File: src/rtl/lsu_pkg.sv
// Shared encodings for the load/store unit.
// Access size codes and the FSM state enum.
package lsu_pkg;

    localparam logic [1:0] SZ_BYTE = 2'd0;
    localparam logic [1:0] SZ_HALF = 2'd1;
    localparam logic [1:0] SZ_WORD = 2'd2;

    typedef enum logic [2:0] {
        IDLE,
        LOAD,
        RMW_RD,
        WRITE,
        RESP
    } state_t;

endpackage

File: src/rtl/lsu_lane_align.sv
// Lane steering for the load/store unit (combinational).
// Ports: rdata/wdata/lane/size/sign in; ext (extended load), merged (RMW word) out.
module lsu_lane_align
    import lsu_pkg::*;
(
    input  logic [31:0] rdata,
    input  logic [31:0] wdata,
    input  logic [1:0]  lane,
    input  logic [1:0]  size,
    input  logic        sign,
    output logic [31:0] ext,
    output logic [31:0] merged
);

    logic [7:0]  b;
    logic [15:0] h;

    assign b = rdata[{lane, 3'b000} +: 8];
    assign h = rdata[{lane[1], 4'b0000} +: 16];

    always_comb begin
        ext    = rdata;
        merged = wdata;
        unique case (size)
            SZ_BYTE: begin
                ext    = {{24{sign & b[7]}}, b};
                merged = rdata;
                merged[{lane, 3'b000} +: 8] = wdata[7:0];
            end
            SZ_HALF: begin
                ext    = {{16{sign & h[15]}}, h};
                merged = rdata;
                merged[{lane[1], 4'b0000} +: 16] = wdata[15:0];
            end
            default: begin
                ext    = rdata;
                merged = wdata;
            end
        endcase
    end

endmodule

File: src/rtl/load_store_unit.sv
// Load/store unit between execute stage and a dual-port RAM.
// Ports: m_clock, p_reset; req_* handshake in; rsp_* handshake out; mem_* to dpram.
module load_store_unit
    import lsu_pkg::*;
#(
    parameter int MEM_BYTES = 4096
) (
    input  logic        m_clock,
    input  logic        p_reset,
    input  logic        req_valid,
    output logic        req_ready,
    input  logic        req_we,
    input  logic [1:0]  req_size,
    input  logic        req_signed,
    input  logic [31:0] req_addr,
    input  logic [31:0] req_wdata,
    output logic        rsp_valid,
    input  logic        rsp_ready,
    output logic [31:0] rsp_rdata,
    output logic        rsp_err,
    output logic [31:0] mem_addr_r,
    input  logic [31:0] mem_rdata,
    output logic [31:0] mem_addr_w,
    output logic [31:0] mem_wdata,
    output logic        mem_we
);

    state_t      state, nxt;
    logic [31:0] r_base;
    logic [1:0]  r_lane;
    logic [1:0]  r_size;
    logic        r_sign;
    logic [31:0] wbuf;
    logic [31:0] ext, merged;
    logic [31:0] base;
    logic        dec_err;
    logic        acc;

    assign base = {req_addr[31:2], 2'b00};
    assign acc  = req_valid & req_ready;

    // Range check done in 33 bits so the top word cannot wrap to a legal address.
    assign dec_err = (req_size == 2'd3)
                   | ((req_size == SZ_HALF) & req_addr[0])
                   | ((req_size == SZ_WORD) & (req_addr[1:0] != 2'b00))
                   | (({1'b0, base} + 33'd4) > 33'(MEM_BYTES));

    lsu_lane_align u_align (
        .rdata  (mem_rdata),
        .wdata  (wbuf),
        .lane   (r_lane),
        .size   (r_size),
        .sign   (r_sign),
        .ext    (ext),
        .merged (merged)
    );

    assign mem_addr_w = r_base;
    assign mem_wdata  = wbuf;

    always_comb begin
        nxt        = state;
        req_ready  = 1'b0;
        rsp_valid  = 1'b0;
        mem_we     = 1'b0;
        mem_addr_r = '0;
        unique case (state)
            IDLE: begin
                req_ready = ~p_reset;
                if (req_valid) begin
                    if (dec_err)                nxt = RESP;
                    else if (!req_we)           nxt = LOAD;
                    else if (req_size == SZ_WORD) nxt = WRITE;
                    else                        nxt = RMW_RD;
                end
            end
            LOAD: begin
                mem_addr_r = r_base;
                nxt        = RESP;
            end
            RMW_RD: begin
                mem_addr_r = r_base;
                nxt        = WRITE;
            end
            WRITE: begin
                // Gated so a reset during WRITE never reaches the RAM.
                mem_we = ~p_reset;
                nxt    = RESP;
            end
            RESP: begin
                rsp_valid = 1'b1;
                if (rsp_ready) nxt = IDLE;
            end
            default: nxt = IDLE;
        endcase
    end

    always_ff @(posedge m_clock) begin
        if (p_reset) begin
            state     <= IDLE;
            r_base    <= '0;
            r_lane    <= '0;
            r_size    <= '0;
            r_sign    <= 1'b0;
            wbuf      <= '0;
            rsp_rdata <= '0;
            rsp_err   <= 1'b0;
        end else begin
            state <= nxt;
            if (acc) begin
                r_base    <= base;
                r_lane    <= req_addr[1:0];
                r_size    <= req_size;
                r_sign    <= req_signed;
                rsp_rdata <= '0;
                rsp_err   <= dec_err;
                if (req_we) wbuf <= req_wdata;
            end
            if (state == LOAD)   rsp_rdata <= ext;
            if (state == RMW_RD) wbuf      <= merged;
        end
    end

endmodule
File: config.mk
export PLATFORM = sky130hd
export DESIGN_NAME = load_store_unit
export DESIGN_NICKNAME = d
export VERILOG_FILES = /design/src/rtl/lsu_pkg.sv /design/src/rtl/lsu_lane_align.sv /design/src/rtl/load_store_unit.sv
export SDC_FILE = /design/constraint.sdc
export NUM_CORES = 1
export LEC_CHECK = 0
export ABC_AREA = 1
export CELL_PAD_IN_SITES_DETAIL_PLACEMENT = 1
export CELL_PAD_IN_SITES_GLOBAL_PLACEMENT = 1
export CORE_ASPECT_RATIO = 1.5
export CORE_MARGIN = 1
export CORE_UTILIZATION = 27
export CTS_CLUSTER_DIAMETER = 50
export CTS_CLUSTER_SIZE = 30
export DETAILED_ROUTE_END_ITERATION = 7
export GPL_TIMING_DRIVEN = 0
export PLACE_DENSITY_LB_ADDON = 0.1
export SLEW_MARGIN = 20
export SYNTH_ARGS = -nofsm -noshare
export SYNTH_HDL_FRONTEND = slang
export SYNTH_SLANG_ARGS = --single-unit
File: constraint.sdc
create_clock -name m_clock -period 2.4 [get_ports m_clock]
set_input_delay 0.36 -clock m_clock [delete_from_list [all_inputs] [get_ports m_clock]]
set_output_delay 0.36 -clock m_clock [all_outputs]
set_load 0.005 [all_outputs]
==> Word level (Yosys, flattened, before mapping) <==
Cells that the tools add are included.
{ "totals": {"latchBits": 0, "n_memories": 0, "out_inout_bits": 132, "input_bits": 104, "rom_bits": 0, "ramBits": 0, "register_bits": 103} }
{ "op_classes": {"shift": 6, "n_mul": 0, "n_bitwise": 9, "n_reduce_logical": 10, "eq_ne": 11, "n_mux": 19, "order_cmp": 1, "addsub": 3, "div": 0} }
{ "ops": {"columns": ["op", "n"], "rows": [
  ["two-way mux 32 bit", 6],
  ["case mux 32 bit (2 select lines)", 2],
  ["bitwise mux 32 bit", 2],
  ["adder 32 x 3 -> 33 bit, second input constant", 1],
  ["greater-than comparator 33 x 13 -> 1 bit, second input constant", 1],
  ["variable shift 16 x 7 -> 32 bit, first input constant", 1],
  ["variable shift 8 x 7 -> 32 bit, first input constant", 1],
  ["variable part select 16 x 7 -> 32 bit", 1],
  ["variable part select 32 x 6 -> 16 bit", 1],
  ["variable part select 32 x 6 -> 8 bit", 1],
  ["variable part select 8 x 7 -> 32 bit", 1],
  ["negation 5 -> 7 bit", 2],
  ["case mux 3 bit (4 select lines)", 1],
  ["two-way mux 3 bit", 3],
  ["nonzero test 2 bit", 4],
  ["== test 3 x 2 -> 1 bit, second input constant", 2],
  ["AND 1 bit", 5],
  ["== test 2 x 1 -> 1 bit, second input constant", 2],
  ["== test 2 bit, second input constant", 2],
  ["two-way mux 1 bit", 4],
  ["inequality test 2 bit, second input constant", 2],
  ["OR reduction 2 bit", 2],
  ["== test 3 x 1 -> 1 bit, second input constant", 1],
  ["== test 3 bit, second input constant", 1],
  ["8 further kinds", 10]
]} }

==> Logic depth before layout (Yosys ltp) <==
Gate-level depths: netlist of the first run.
{ "logic_depth": {"word_depth": 8, "ltp_mapped": 16, "depth_no_buf": 16} }

==> By module <==
A second synthesis of the first run with hierarchy kept.
{ "hier_totals": {"hier_cells": 1166, "hier_area_um2": 7125.6} }
{ "modules_own_cells": {"columns": ["module", "cells_each", "area_each_um2", "seq_area_each_um2", "n_inst"], "rows": [
  ["load_store_unit", 776, 5276.3, 2062.0, 1],
  ["lsu_lane_align", 390, 1849.3, 0.0, 1]
]} }

==> Least setup slack after synthesis of the first run <==
Ideal clock, no wire load.
{ "synth_timing": {"path_type": "reg-to-reg", "from": "reg r_lane[1]", "to": "reg wbuf[11] (netlist: mem_wdata[11])", "n_path_buf": 3, "period_less_slack_ns": 2.331, "path_stages_with_launch": 12, "arrival_time_ns": 2.252, "setup_slack_ns": 0.069, "setup_ns": 0.080, "cell_sequence": "dfxtp_1 > buf_1 > inv_1 > clkbuf_1 > ha_1 > clkbuf_1 > nand2_1 > o22ai_1 > nand2_1 > o211ai_1 > o21ai_0 > a211oi_2"} }
{ "synth_via": {"elab_chain_cells": 5, "elab_cells_between_ends": 10, "cone_classes": "add/sub (2); shift (4); mux (4)"} }
{ "synth_rtl": {"columns": ["item", "line", "source"], "rows": [
  ["from (decl)", "load_store_unit.sv:30", "logic [1:0] r_lane;"],
  ["from (signal assigned)", "load_store_unit.sv:112", "r_lane <= req_addr[1:0];"],
  ["negation 5 -> 7 bit, on equally long branches", "lsu_lane_align.sv:33, lsu_lane_align.sv:28", null],
  ["variable part select 16 x 7 -> 32 bit (tied with other cells)", "lsu_lane_align.sv:33", "merged[{lane[1], 4'b0000} +: 16] = wdata[15:0];"],
  ["bitwise mux 32 bit, on equally long branches", "lsu_lane_align.sv:33, lsu_lane_align.sv:28", null],
  ["case mux 32 bit (2 select lines) (*)", "lsu_lane_align.sv:24", "unique case (size)"],
  ["two-way mux 32 bit (*)", "load_store_unit.sv:120", "if (state == RMW_RD) wbuf <= merged;"],
  ["to (signal assigned)", "load_store_unit.sv:117", "if (req_we) wbuf <= req_wdata;"],
  ["to (signal assigned)", "load_store_unit.sv:120", null],
  ["to (decl)", "load_store_unit.sv:33", "logic [31:0] wbuf;"]
]} }
Every way passes the cells marked *; elsewhere a longest branch is shown, timed or not.
A chain may end at the register's enable or synchronous reset.

==> Final worst setup path of the first run <==
{ "layout_timing": {"from": "reg state[0]", "to": "out mem_addr_r[22]"} }
{ "layout_via": {"elab_chain_cells": 3, "elab_cells_between_ends": 4, "cone_classes": "eq/ne (2); mux (1); reduce/logical (1)"} }
{ "layout_rtl": {"columns": ["item", "line", "source"], "rows": [
  ["from (decl)", "load_store_unit.sv:28", "state_t state, nxt;"],
  ["from (signal assigned)", "load_store_unit.sv:109", "state <= nxt;"],
  ["== test 3 x 1 -> 1 bit / == test 3 x 2 -> 1 bit (equally long branches)", "load_store_unit.sv:67", "unique case (state)"],
  ["OR reduction 2 bit (no line) (*)", null, null],
  ["two-way mux 32 bit (*)", "load_store_unit.sv:67", null],
  ["to (decl)", "load_store_unit.sv:21", "output logic [31:0] mem_addr_r,"]
]} }
Marked as above.

==> results of run 1 <==
==> cells by family after synthesis <==
family | count (synthesis) | synth area share (%)
other | 1 | 0.0607
AO/OA/AOI/OAI | 267 | 25.4
buffers and inverters | 156 | 10.2
flip-flops | 103 | 33.4
XOR/XNOR | 5 | 0.709
adder cells (fa/ha/maj) | 5 | 1.01
AND/OR/NAND/NOR | 425 | 29.2
==> per-layer routing <==
layer	GRT usage, %	vias to the layer above	wire [microns]
met2	51.9	208	16900
met1	24.9	3595	10700
met5	0	-	0
met3	3.40	60	1270
met4	13.6	0	1380
li1	-	3671	-
==> cell type report <==
type                            instances  share of cell area (%)
Clock buffer                            9                    2.40
Multi-Input combinational cell        706                    38.2
Buffer                                 52                    3.32
Timing Repair Buffer                  238                    25.7
Sequential cell                       103                    22.1
Clock inverter                          6                   0.560
Inverter                              101                    4.12
Tap cell                              276                    3.68
==> worst min-delay path, stage by stage <==
cell and delay [ns]:
dlymetal6s2s_1 0.18, o21ai_0 0.12, a21oi_1 0.11
==> metrics by stage <==
stage               setup slack [ns]  instances  instance area (sq um)  power [mW]  TNS, ns
floorplan                     0.0686        965                   6190        2.30        0
global placement              -0.906       1472                   8850        2.85   -37.91
detailed placement            -0.864       1472                   8850        2.86   -37.12
CTS                          0.00249       1490                   9280        4.35        0
global route                0.000328       1491                   9390        4.50        0
finish                        0.0637       1491                   9390        4.30        0
==> what timing repair did <==
action,4_1_cts,5_1_grt
gates cloned,1,0
resized for setup,54,37
setup endpoints to repair,66,46
buffers inserted,5,1
pin swaps,3,4
==> registers in the layout, summed over array words and instances (netlist names) <==
signal      flops
rsp_err         1
r_size          2
r_lane          2
rsp_rdata      32
mem_addr_w     30
state           3
r_sign          1
mem_wdata      32
==> worst min path at each step <==
stage / start / to / slack [ns]
floorplan: rsp_rdata[0] / rsp_rdata[0] / 0.46
global placement: rsp_rdata[30] / rsp_rdata[30] / 0.45
detailed placement: rsp_rdata[0] / rsp_rdata[0] / 0.46
CTS: rsp_rdata[0] / rsp_rdata[0] / 0.47
global route: req_addr[14] / mem_addr_w[14] / 0.47
finish: req_addr[12] / mem_addr_w[12] / 0.44
==> layout by cell type, fill, tap and decap left out, drive strengths merged, types with 5 or more instances in the layout <==
master and n:
clkdlybuf4s50 198, dlygate4sd2 12, dlymetal6s2s 21, a21oi 82
a221oi 8, dfxtp 103, nor3 9, clkbuf 45
nand2 249, ha 5, nor2 114, o211ai 18
a41oi 12, nand3 41, inv 104, nand3b 5
o221ai 7, buf 23, o22ai 8, o21ai 122
==> cell usage after synthesis (5+ instances only) <==
cell type | n | area share (%)
nand2_1 | 245 | 15
o21ai_0 | 110 | 8.9
dfxtp_1 | 103 | 33
nor2_1 | 103 | 6.3
inv_1 | 91 | 5.5
a21oi_1 | 80 | 6.5
nand3_1 | 40 | 3.2
clkbuf_1 | 39 | 2.4
o211ai_1 | 18 | 2.2
a41oi_1 | 12 | 1.7
o21ai_1 | 11 | 0.89
inv_2 | 10 | 0.61
a221oi_1 | 8 | 1.1
o22ai_1 | 8 | 0.81
buf_4 | 7 | 0.85
nor3_1 | 7 | 0.57
o221ai_1 | 7 | 0.99
nor2_4 | 6 | 1.1
buf_2 | 5 | 0.40
ha_1 | 5 | 1.0
nand3b_1 | 5 | 0.61
==> where the power goes <==
part	internal, mW	switching [mW]	total [mW]
Combinational	0.438	0.542	0.980
Clock	0.716	0.751	1.47
Sequential	1.78	0.0702	1.85
Total	2.94	1.36	4.30
==> impl_metrics.json, run 1 <==
{
  "max_stage_delay_ns": 0.50,
  "start_util_pct": 27.6,
  "via_per_inst": 5.05,
  "clk_latency_ns": 0.37,
  "cp_common_cell": "inv_4",
  "clock-sinks": 103,
  "first_pass_iters": 7,
  "fillers": 2884,
  "grt_pass1_vias": 7974,
  "netlist_instances": 962,
  "violations": "design-rule violations",
  "holdPathStages": 3,
  "syn-cell-area_sq_mm": 0.00618,
  "r2r_end": "mem_wdata[26]",
  "required_ns": 2.04,
  "area_growth_syn_to_layout_pct": 51.9,
  "ioPinCount": 236,
  "ctsLongestPathBuffers": 2,
  "synth.avg_cell_area_sq_um": 6.42,
  "grt_pass1_wl_microns": 45400,
  "place.port_buffers": 231,
  "crit_chain": "nor3_4 > inv_4 > nand2_2 > inv_4 > clkbuf_16 > nor2_1 > clkdlybuf4s50_1",
  "crit_type": "reg -> out",
  "cp_slowest_cell": "clkdlybuf4s50_1",
  "worstSetupStartpointType": "flip-flop",
  "chipWidth_microns": 126,
  "seq_area_sq_mm": 0.00207,
  "place_congestion": 0.905,
  "worstSetupStartpoint": "state[0]",
  "drive_gt1_share_pct": 8.56,
  "reg2reg_slack_ns": 0.11,
  "ys.flop_type": "dfxtp_1",
  "coreArea_sq_mm": 0.0224,
  "max-cap-violations": 0,
  "fin_nets": 1320,
  "cp-end-kind": "primary output",
  "wirelength_microns": 30200,
  "fin_util_pct": 41.9,
  "multiInputGateArea_sq_mm": 0.00358,
  "period_needed_ns": 2.34,
  "hold_class": "in -> reg",
  "yosysUniqueCellTypes": 47,
  "drc": 13,
  "seq_area_frac_synth_pct": 33.4,
  "rows": 67,
  "r2r-start": "r_lane[1]",
  "max_slew_margin_pct": 48.5,
  "numCtsBuffers": 9,
  "vdd_drop_max_mv": 0.356,
  "yosysWarnings": 0,
  "antenna_found_initial": 0,
  "ys_seq_elements": 103,
  "fp.dieH_microns": 187,
  "slew_violations": 0,
  "htree_levels": 3,
  "status": "finished, violations left",
  "path_max_fanout": 10,
  "grt_util_all_layers_pct": 25.8,
  "dieArea_sq_mm": 0.0235,
  "synthArstFlopShare_pct": 0,
  "tightest_slew_ns": 0.772,
  "overflow": 0,
  "leakagePower_nw": 3.92,
  "r2r_cells": 10,
  "wl_per_cell_microns": 20.3,
  "fmax_mhz": 428,
  "cts_tree": "done",
  "ant_nets": 0,
  "drt_iter0_drc": 226,
  "p_per_area_mw_per_mm2": 458,
  "diodes": 0,
  "grt_max_degree": 19,
  "synth_edf_count": 0,
  "setup_viol": 0,
  "vias": 7534,
  "rsz0062_at_grt": "no",
  "period_share_pct": 97.3,
  "cp.arrival_ns": 1.98,
  "root_buffer": "clkbuf_16",
  "cts_hold_buf": 0,
  "crit_buf_inv": 4,
  "hold_ws_ns": 0.436,
  "worstSetupEndpoint": "mem_addr_r[22]",
  "critPathTopFamily": "buffers and inverters",
  "crit_cells": 7,
  "hpwlAfterDp_microns": 24200,
  "hold_violations": 0,
  "clk_pin_slew_worst_paths_ns": 0.08,
  "skew_ns": 0.0155
}
No activity file was read; power rests on OpenSTA's default activity.
==> run 2, diff against run 1 <==
CORE_ASPECT_RATIO = 0.75   (was 1.5)
==> run 2 against run 1 <==
- the run now ends clean
- sequential share of layout area barely moved
- first-iteration DRC count rose by 130%
- sequential power barely moved
- routed wire length fell by 2.8%
- die area barely moved
- via count rose by 1.1%
- register-to-register slack improved by 0.02 ns
- total power barely moved
- critical endpoint is now mem_addr_r[15]
- largest power group unchanged
- highest routed layer unchanged
==> impl_metrics.json, run 2 (same netlist as run 1, synthesis figures left out) <==
{
  "status": "complete, no violations",
  "tightest_slew_ns": 0.766,
  "crit_chain": "inv_1 > nor3_4 > inv_4 > nand2_1 > inv_1 > buf_4 > nor2_1 > clkdlybuf4s50_1",
  "ant_nets": 0,
  "cp-end-kind": "primary output",
  "setup_viol": 0,
  "fp.dieH_microns": 133,
  "wl_per_cell_microns": 19.5,
  "first_pass_iters": 5,
  "skew_ns": 0.00863,
  "final_common_cell": "nand2_1",
  "place.port_buffers": 231,
  "diodes": 0,
  "wirelength_microns": 29400,
  "required_ns": 2.04,
  "cts_hold_buf": 0,
  "clock-sinks": 103,
  "grt_pass1_wl_microns": 44200,
  "fillers": 2803,
  "max_slew_margin_pct": 48.9,
  "vias": 7618,
  "place_congestion": 0.865,
  "rows": 47,
  "worstSetupStartpointType": "flip-flop",
  "p_per_area_mw_per_mm2": 459,
  "clk_latency_ns": 0.36,
  "path_max_fanout": 10,
  "critPathTopFamily": "buffers and inverters",
  "drive_gt1_share_pct": 8.57,
  "vdd_drop_max_mv": 0.347,
  "cp.arrival_ns": 1.98,
  "cp_slowest_cell": "clkdlybuf4s50_1",
  "period_needed_ns": 2.34,
  "grt_max_degree": 17,
  "hpwlAfterDp_microns": 23400,
  "dieArea_sq_mm": 0.0235,
  "root_buffer": "clkbuf_16",
  "drt_iter0_drc": 525,
  "area_growth_syn_to_layout_pct": 51.4,
  "grt_pass1_vias": 7421,
  "cp_common_cell": "inv_1",
  "antenna_found_initial": 0,
  "grt_util_all_layers_pct": 24.9,
  "crit_type": "reg -> out",
  "coreArea_sq_mm": 0.0222,
  "via_per_inst": 5.06,
  "clk_pin_slew_worst_paths_ns": 0.07,
  "crit_buf_inv": 5,
  "rsz0062_at_grt": "yes",
  "cts_tree": "done",
  "fmax_mhz": 427,
  "finalPower_mw": 4.30,
  "overflow": 0,
  "final_cell_mix": "nand2_1, clkdlybuf4s50_1, o21ai_0, dfxtp_1, nor2_1",
  "ctsLongestPathBuffers": 2,
  "hold_class": "in -> reg",
  "start_util_pct": 27.8,
  "numCtsBuffers": 9,
  "ioPinCount": 236,
  "htree_levels": 3,
  "hold_violations": 0,
  "chipWidth_microns": 177,
  "drc": 0,
  "period_share_pct": 97.5,
  "fin_nets": 1319,
  "max_stage_delay_ns": 0.50,
  "leakagePower_nw": 3.69,
  "max-cap-violations": 0,
  "slew_violations": 0,
  "setup_tns_ns": 0
}
[run 2: cell count changes in the layout (fill, tap and decap cells not counted), sizes merged]
cell           before  now
buf                23   24
clkbuf             45   44
clkdlybuf4s50     198  214
dlygate4sd2        12    3
dlymetal6s2s       21   14
inv               104  102
[run 2: worst paths after layout]
| check | from | end | slack [ns] | cells past startpoint |
|---|---|---|---|---|
| setup / recovery | state[1] | mem_addr_r[15] | 0.06 | 8 |
| hold / removal | req_addr[12] | mem_addr_w[12] | 0.46 | 3 |
| setup reg to reg | r_lane[1] | mem_wdata[29] | 0.13 | 10 |
| hold reg to reg | rsp_rdata[27] | rsp_rdata[27] | 0.47 | 2 |
[run 2: layer usage]
metal	track usage, %	vias to the layer above	wire, microns
li1	-	3672	-
met1	38.9	3689	15600
met2	35.0	239	11600
met3	4.54	18	1860
met4	4.60	0	308
met5	0	-	0
[run 2: worst register-to-register path: stages (launching register included)]
cell and delay, ns:
dfxtp_2 0.43, buf_6 0.19, clkinvlp_4 0.11, clkbuf_8 0.18
ha_1 0.23, inv_1 0.15, clkbuf_4 0.24, nand3_1 0.20
o21ai_1 0.21, a221oi_1 0.09, a21oi_1 0.16
[run 2: what timing repair did]
item / CTS / global route
endpoints found under the setup margin: 67 / 49
setup buffers: 4 / 2
gates cloned: 0 / 0
gates resized for setup: 40 / 37
pin swaps: 2 / 4
[run 2: area by class of cell]
type / count / area, sq um / area share (%)
flip-flops and latches: 103 / 2070 / 22.1
clock buffers: 10 / 239 / 2.56
repair buffers: 237 / 2390 / 25.5
clock inverters: 4 / 30.0 / 0.321
well taps: 294 / 368 / 3.93
plain buffers: 52 / 282 / 3.01
inverters: 101 / 385 / 4.12
multi-input cells: 706 / 3590 / 38.4
[run 2: metrics by stage]
| step | hold slack [ns] | utilization [%] | instance area, sq um | cells | worst slack [ns] |
|---|---|---|---|---|---|
| after floorplan | 0.460 | - | 6190 | 965 | 0.0686 |
| after global placement | 0.455 | 39.9 | 8870 | 1490 | -0.946 |
| after detailed placement | 0.459 | 39.9 | 8870 | 1490 | -0.993 |
| after CTS | 0.471 | 41.6 | 9250 | 1506 | -0.0468 |
| after global routing | 0.473 | 42.1 | 9350 | 1507 | -0.0674 |
| final | 0.459 | 42.1 | 9350 | 1507 | 0.0605 |
[run 2: power breakdown]
group          leakage (nW)  switching [mW]  internal, mW
Sequential            0.841          0.0667          1.78
Clock                 0.131           0.728         0.730
Combinational          2.72           0.550         0.439
